### src/rtl/meta_scan_ctrl.sv
`default_nettype none
// ============================================================================
// Module      : meta_scan_ctrl
// Description : Frame scan sequencer for the per-channel min/max metadata
//               accumulator. Clears the accumulator, streams NUM_PIXELS
//               pixels from the shared pixel memory through a grant-based
//               read port, then pulses done.
// Revision    : 1.0 - initial release
// ============================================================================
module meta_scan_ctrl #(
  parameter int ADDR_W     = 17,
  parameter int NUM_PIXELS = 76800,
  parameter int PIX_W      = 12
) (
  input  logic              clk,
  input  logic              rst_n,
  input  logic              start,
  input  logic              abort,
  input  logic [ADDR_W-1:0] base_addr,
  output logic              mem_rd_en,
  output logic [ADDR_W-1:0] mem_addr,
  input  logic              mem_gnt,
  input  logic [PIX_W-1:0]  mem_rdata,
  output logic              stat_clr,
  output logic              stat_en,
  output logic [PIX_W-1:0]  pixel_out,
  output logic              busy,
  output logic              done,
  output logic [ADDR_W:0]   pix_cnt
);

  typedef enum logic [2:0] {
    S_IDLE  = 3'd0,
    S_CLEAR = 3'd1,
    S_SCAN  = 3'd2,
    S_DRAIN = 3'd3,
    S_DONE  = 3'd4
  } state_t;

  // Index of the final read request of a frame.
  localparam logic [ADDR_W:0]   LAST_REQ = (ADDR_W+1)'(NUM_PIXELS - 1);
  localparam logic [ADDR_W:0]   CNT_ONE  = (ADDR_W+1)'(1);
  localparam logic [ADDR_W-1:0] ADDR_ONE = ADDR_W'(1);

  state_t            state_q, state_d;
  // The address register is loaded with base_addr on the accepted start and
  // advanced per grant, so it always equals base + request count (mod 2^ADDR_W).
  logic [ADDR_W-1:0] addr_q, addr_d;
  logic [ADDR_W:0]   req_cnt_q, req_cnt_d;
  logic [ADDR_W:0]   pix_cnt_q, pix_cnt_d;
  // Read-data valid: a grant was taken in the previous cycle.
  logic              vld_q, vld_d;
  logic              mem_rd_en_q, mem_rd_en_d;
  logic              stat_clr_q, stat_clr_d;
  logic              busy_q, busy_d;
  logic              done_q, done_d;

  // Next-state, counter and registered-output computation.
  always_comb begin
    state_d   = state_q;
    addr_d    = addr_q;
    req_cnt_d = req_cnt_q;
    pix_cnt_d = pix_cnt_q + (vld_q ? CNT_ONE : '0);
    vld_d     = mem_rd_en_q & mem_gnt;

    case (state_q)
      S_IDLE: begin
        // abort beats a simultaneous start
        if (start && !abort) begin
          state_d   = S_CLEAR;
          addr_d    = base_addr;
          req_cnt_d = '0;
          pix_cnt_d = '0;
        end
      end
      S_CLEAR: state_d = S_SCAN;
      S_SCAN: begin
        if (mem_gnt) begin
          req_cnt_d = req_cnt_q + CNT_ONE;
          addr_d    = addr_q + ADDR_ONE;
          if (req_cnt_q == LAST_REQ) begin
            state_d = S_DRAIN;
          end
        end
      end
      S_DRAIN: state_d = S_DONE;
      S_DONE:  state_d = S_IDLE;
      default: state_d = S_IDLE;
    endcase

    // Abort discards any read still in flight so no stat_en follows it.
    if (abort && (state_q != S_IDLE)) begin
      state_d = S_IDLE;
      vld_d   = 1'b0;
    end

    mem_rd_en_d = (state_d == S_SCAN);
    stat_clr_d  = (state_d == S_CLEAR);
    busy_d      = (state_d != S_IDLE);
    done_d      = (state_d == S_DONE);
  end

  // State and output registers, all asynchronously reset.
  always_ff @(posedge clk or negedge rst_n) begin
    if (!rst_n) begin
      state_q     <= S_IDLE;
      addr_q      <= '0;
      req_cnt_q   <= '0;
      pix_cnt_q   <= '0;
      vld_q       <= 1'b0;
      mem_rd_en_q <= 1'b0;
      stat_clr_q  <= 1'b0;
      busy_q      <= 1'b0;
      done_q      <= 1'b0;
    end else begin
      state_q     <= state_d;
      addr_q      <= addr_d;
      req_cnt_q   <= req_cnt_d;
      pix_cnt_q   <= pix_cnt_d;
      vld_q       <= vld_d;
      mem_rd_en_q <= mem_rd_en_d;
      stat_clr_q  <= stat_clr_d;
      busy_q      <= busy_d;
      done_q      <= done_d;
    end
  end

  assign mem_rd_en = mem_rd_en_q;
  assign mem_addr  = addr_q;
  assign stat_clr  = stat_clr_q;
  assign stat_en   = vld_q;
  // Read data arrives the cycle after the grant, so it is forwarded straight
  // through while valid and forced to zero otherwise.
  assign pixel_out = vld_q ? mem_rdata : '0;
  assign busy      = busy_q;
  assign done      = done_q;
  assign pix_cnt   = pix_cnt_q;

endmodule
`default_nettype wire

### config.mk
export PLATFORM = sky130hd
export DESIGN_NAME = meta_scan_ctrl
export DESIGN_NICKNAME = d
export VERILOG_FILES = /design/src/rtl/meta_scan_ctrl.sv
export SDC_FILE = /design/constraint.sdc
export NUM_CORES = 1
export LEC_CHECK = 0
export BUFFER_PORTS_ARGS = -buffer_cell sky130_fd_sc_hd__buf_2
export CORE_ASPECT_RATIO = 0.8
export CORE_MARGIN = 3
export CORE_UTILIZATION = 50
export CTS_CLUSTER_SIZE = 20
export DETAILED_ROUTE_END_ITERATION = 10
export PLACE_DENSITY = 0.85
export SYNTH_ARGS = -nofsm -noshare
export SYNTH_HDL_FRONTEND = slang
export SYNTH_SLANG_ARGS = --single-unit
### constraint.sdc
create_clock -name clk -period 2.8 [get_ports clk]
set_input_delay 0.56 -clock clk [delete_from_list [all_inputs] [get_ports clk]]
set_output_delay 0.56 -clock clk [all_outputs]
set_load 0.03 [all_outputs]
==> results.toml <==
[outcome]
status = "complete, no violations"

[die]
initial_core_util_pct = 53.7
ios = 86
core_um2 = 6160
die_area_um2 = 7630
rows = 25
fp.dieH_um = 78.7
die_x_um = 96.9

[clock_tree]
hold_buffers = 0
cts_buffer_depth = 2
clockRootBuffer = "clkbuf_8"
cts_buffers = 9
clk_pin_slew_ps = 70
cts_resized = 0
cts_tree = "yes"
cts_max_level = 3
cts_num_sinks = 61
cts_setup_buffers = 0
clk_latency_ps = 340

[synthesis]
yosysMostFrequentCell = "dfrtp_1"
mappedNetlistArea_um2 = 3310
ys_async_sr_fraction_pct = 100
ys_ff_latch = 61
syn_area_per_cell_um2 = 9.11
synth-warning-count = 0
yosys-top-cells-area = "dfrtp_1 46%, a21oi_1 4.4%, nand2_1 3.9%, o21ai_0 3.8%, and2_1 3.4%"
ys_seq_area_share_pct = 46.2
synth_cell_types = 52
yosysTopAreaCell = "dfrtp_1"
syn-num-nets = 401
synth_edf_count = 0
syn_inst = 363
synth_commonest_cells = "61 x dfrtp_1, 34 x nand2_1, 29 x a21oi_1"
synth_ff_type = "dfrtp_1"
yosys.area.top_type_share_pct = 46.2

[pwr]
vdd_drop_max_uv = 508
p_leak_nw = 1.84
p_per_area_nw_per_um2 = 660

[min_path]
min_path_type = "in -> async"

[route]
drt_first_pass_iters = 7
drcViolationCount = 0
wirelength_um = 8380
vias_per_cell = 5.95
via_count = 3178
antenna_left = 0
drt_iter0_drc = 231
post_drt_wl_per_cell_um = 15.7

[sta]
fin_crit_sh_pct = 85.0
relSlewSlack_pct = 45.1
timing.fmax_ghz = 0.420
rsz0062_at_grt = "false"
finalClockSkew_ps = 9.58
fin_crit_ps = 2380
slew_viol_final = 0
setup_violations = 0
finalHoldViolCount = 0
setup_tns_ps = 0
timing.hold.ws_ps = 145
worst_slew_pin_slew_ps = 817

[critical_path]
critPathLaunchType = "register"
crit_path_max_incr_delay_ps = 570
cpMostUsedCell = "ha_1"
arrival_ps = 2640
cp.required_ps = 3060
cp_slowest_cell = "or4_1"
cp_max_fo = 14
cp_num_buf_inv = 0
worstSetupPathType = "reg -> reg"
cp_top_family = "simple AND/OR/NAND/NOR gates"
worst_setup_path_end_kind = "register"
worstPathCellList = "ha_1 -> ha_1 -> nand2_1 -> or4_1 -> or3_1 -> a21oi_1"

[finish]
final_util_pct = 64.9
seq_area_um2 = 1530
finalNetCount = 486
stdcell_area_um2 = 4000
n_fill_cell = 518
antenna_cells = 0
multiInputGateArea_um2 = 1680
area_growth_pct = 21.0
drive_gt1_share_pct = 25.2

[placed_design]
place.gp.congestion = 0.857
portBuffers = 85
hpwl_um = 6130
dpl-instance-area_um2 = 3800

[grt]
grt_overflow = 0
antenna_found_initial = 0
grt_pass1_wl_um = 14100
grt.total_usage_pct = 22.4
grt_max_degree = 26
grt_pass1_vias = 2988

[run]
cap_violations = 0
[layer usage]
metal	routed length, um	track usage [%]
met1	3800	30.6
met2	3940	35.9
met5	0	0
met3	613	6.76
met4	27	4.07
[sequential cells by signal, indices dropped and copies added (netlist names)]
signal     flops
pix_cnt       18
mem_addr      17
stat_clr       1
busy           1
state_q        3
req_cnt_q     18
stat_en        1
mem_rd_en      1
done           1
[report_power, final]
part | switching, mW | leakage, nW | internal [mW]
Combinational | 0.502 | 0.931 | 0.242
Clock | 0.327 | 0.101 | 0.415
Sequential | 0.162 | 0.805 | 0.994
[cell families (layout without fill, tap and decap cells)]
group                      Yosys count  count (layout)  share of synthesized area, %
AOI/OAI and AO/OA                   91              91                          17.1
xor gates and xnor gates            14              14                          3.71
adders and majority gates            4               4                          1.51
buffers and inverters               22             112                          3.06
DFF                                 61              61                          46.2
muxes                                2               2                         0.605
and+or+nand+nor                    169             169                          27.8
[worst paths after layout]
kind,cells after the start,to,start,slack (ps)
setup / recovery,6,pix_cnt[14]$_DFF_PN0_,stat_en$_DFF_PN0_,420
hold / removal,1,pix_cnt[14]$_DFF_PN0_,rst_n,150
setup reg to reg,6,pix_cnt[14]$_DFF_PN0_,stat_en$_DFF_PN0_,420
hold reg to reg,1,req_cnt_q[1]$_DFFE_PN0P_,req_cnt_q[1]$_DFFE_PN0P_,540
max in group asynchronous,2,state_q[1]$_DFF_PN0_,rst_n,2000
min in group clk,3,mem_addr[1]$_DFFE_PN0P_,base_addr[1],470
[layout make-up]
class	count	area share (%)
clock buffers	13	4.47
clock inverters	3	0.438
multi-input cells	280	42.1
flip-flops and latches	61	38.1
inverters	4	0.375
well taps	81	2.53
repair buffers	92	11.9
[cells in the final DEF (no fill, tap or decap), types with 3 or more instances in the layout]
cell / instances
a21oi_1: 29
and2_1: 18
o21ai_0: 25
inv_1: 4
buf_4: 7
and4_1: 3
o31ai_1: 3
xor2_1: 8
and3_1: 7
dfrtp_1: 61
ha_1: 4
or3_1: 12
clkbuf_8: 13
nand2_1: 34
o41ai_1: 4
buf_2: 85
or4_1: 7
o211ai_1: 3
nand3_1: 16
o22ai_1: 4
nand4_1: 9
xnor2_1: 6
nor3_1: 15
o2bb2ai_1: 3
a22oi_1: 3
a311oi_1: 4
nor4_1: 6
nor2_1: 26
[per-stage QoR]
stage / setup slack (ps) / cells / total power, mW
floorplan: 579 / 363 / 1.64
global placement: 584 / 518 / 1.88
detailed placement: 455 / 518 / 1.90
CTS: 405 / 534 / 2.65
global route: 261 / 534 / 2.78
finish: 420 / 534 / 2.64
No activity file was read; power rests on OpenSTA's default activity.
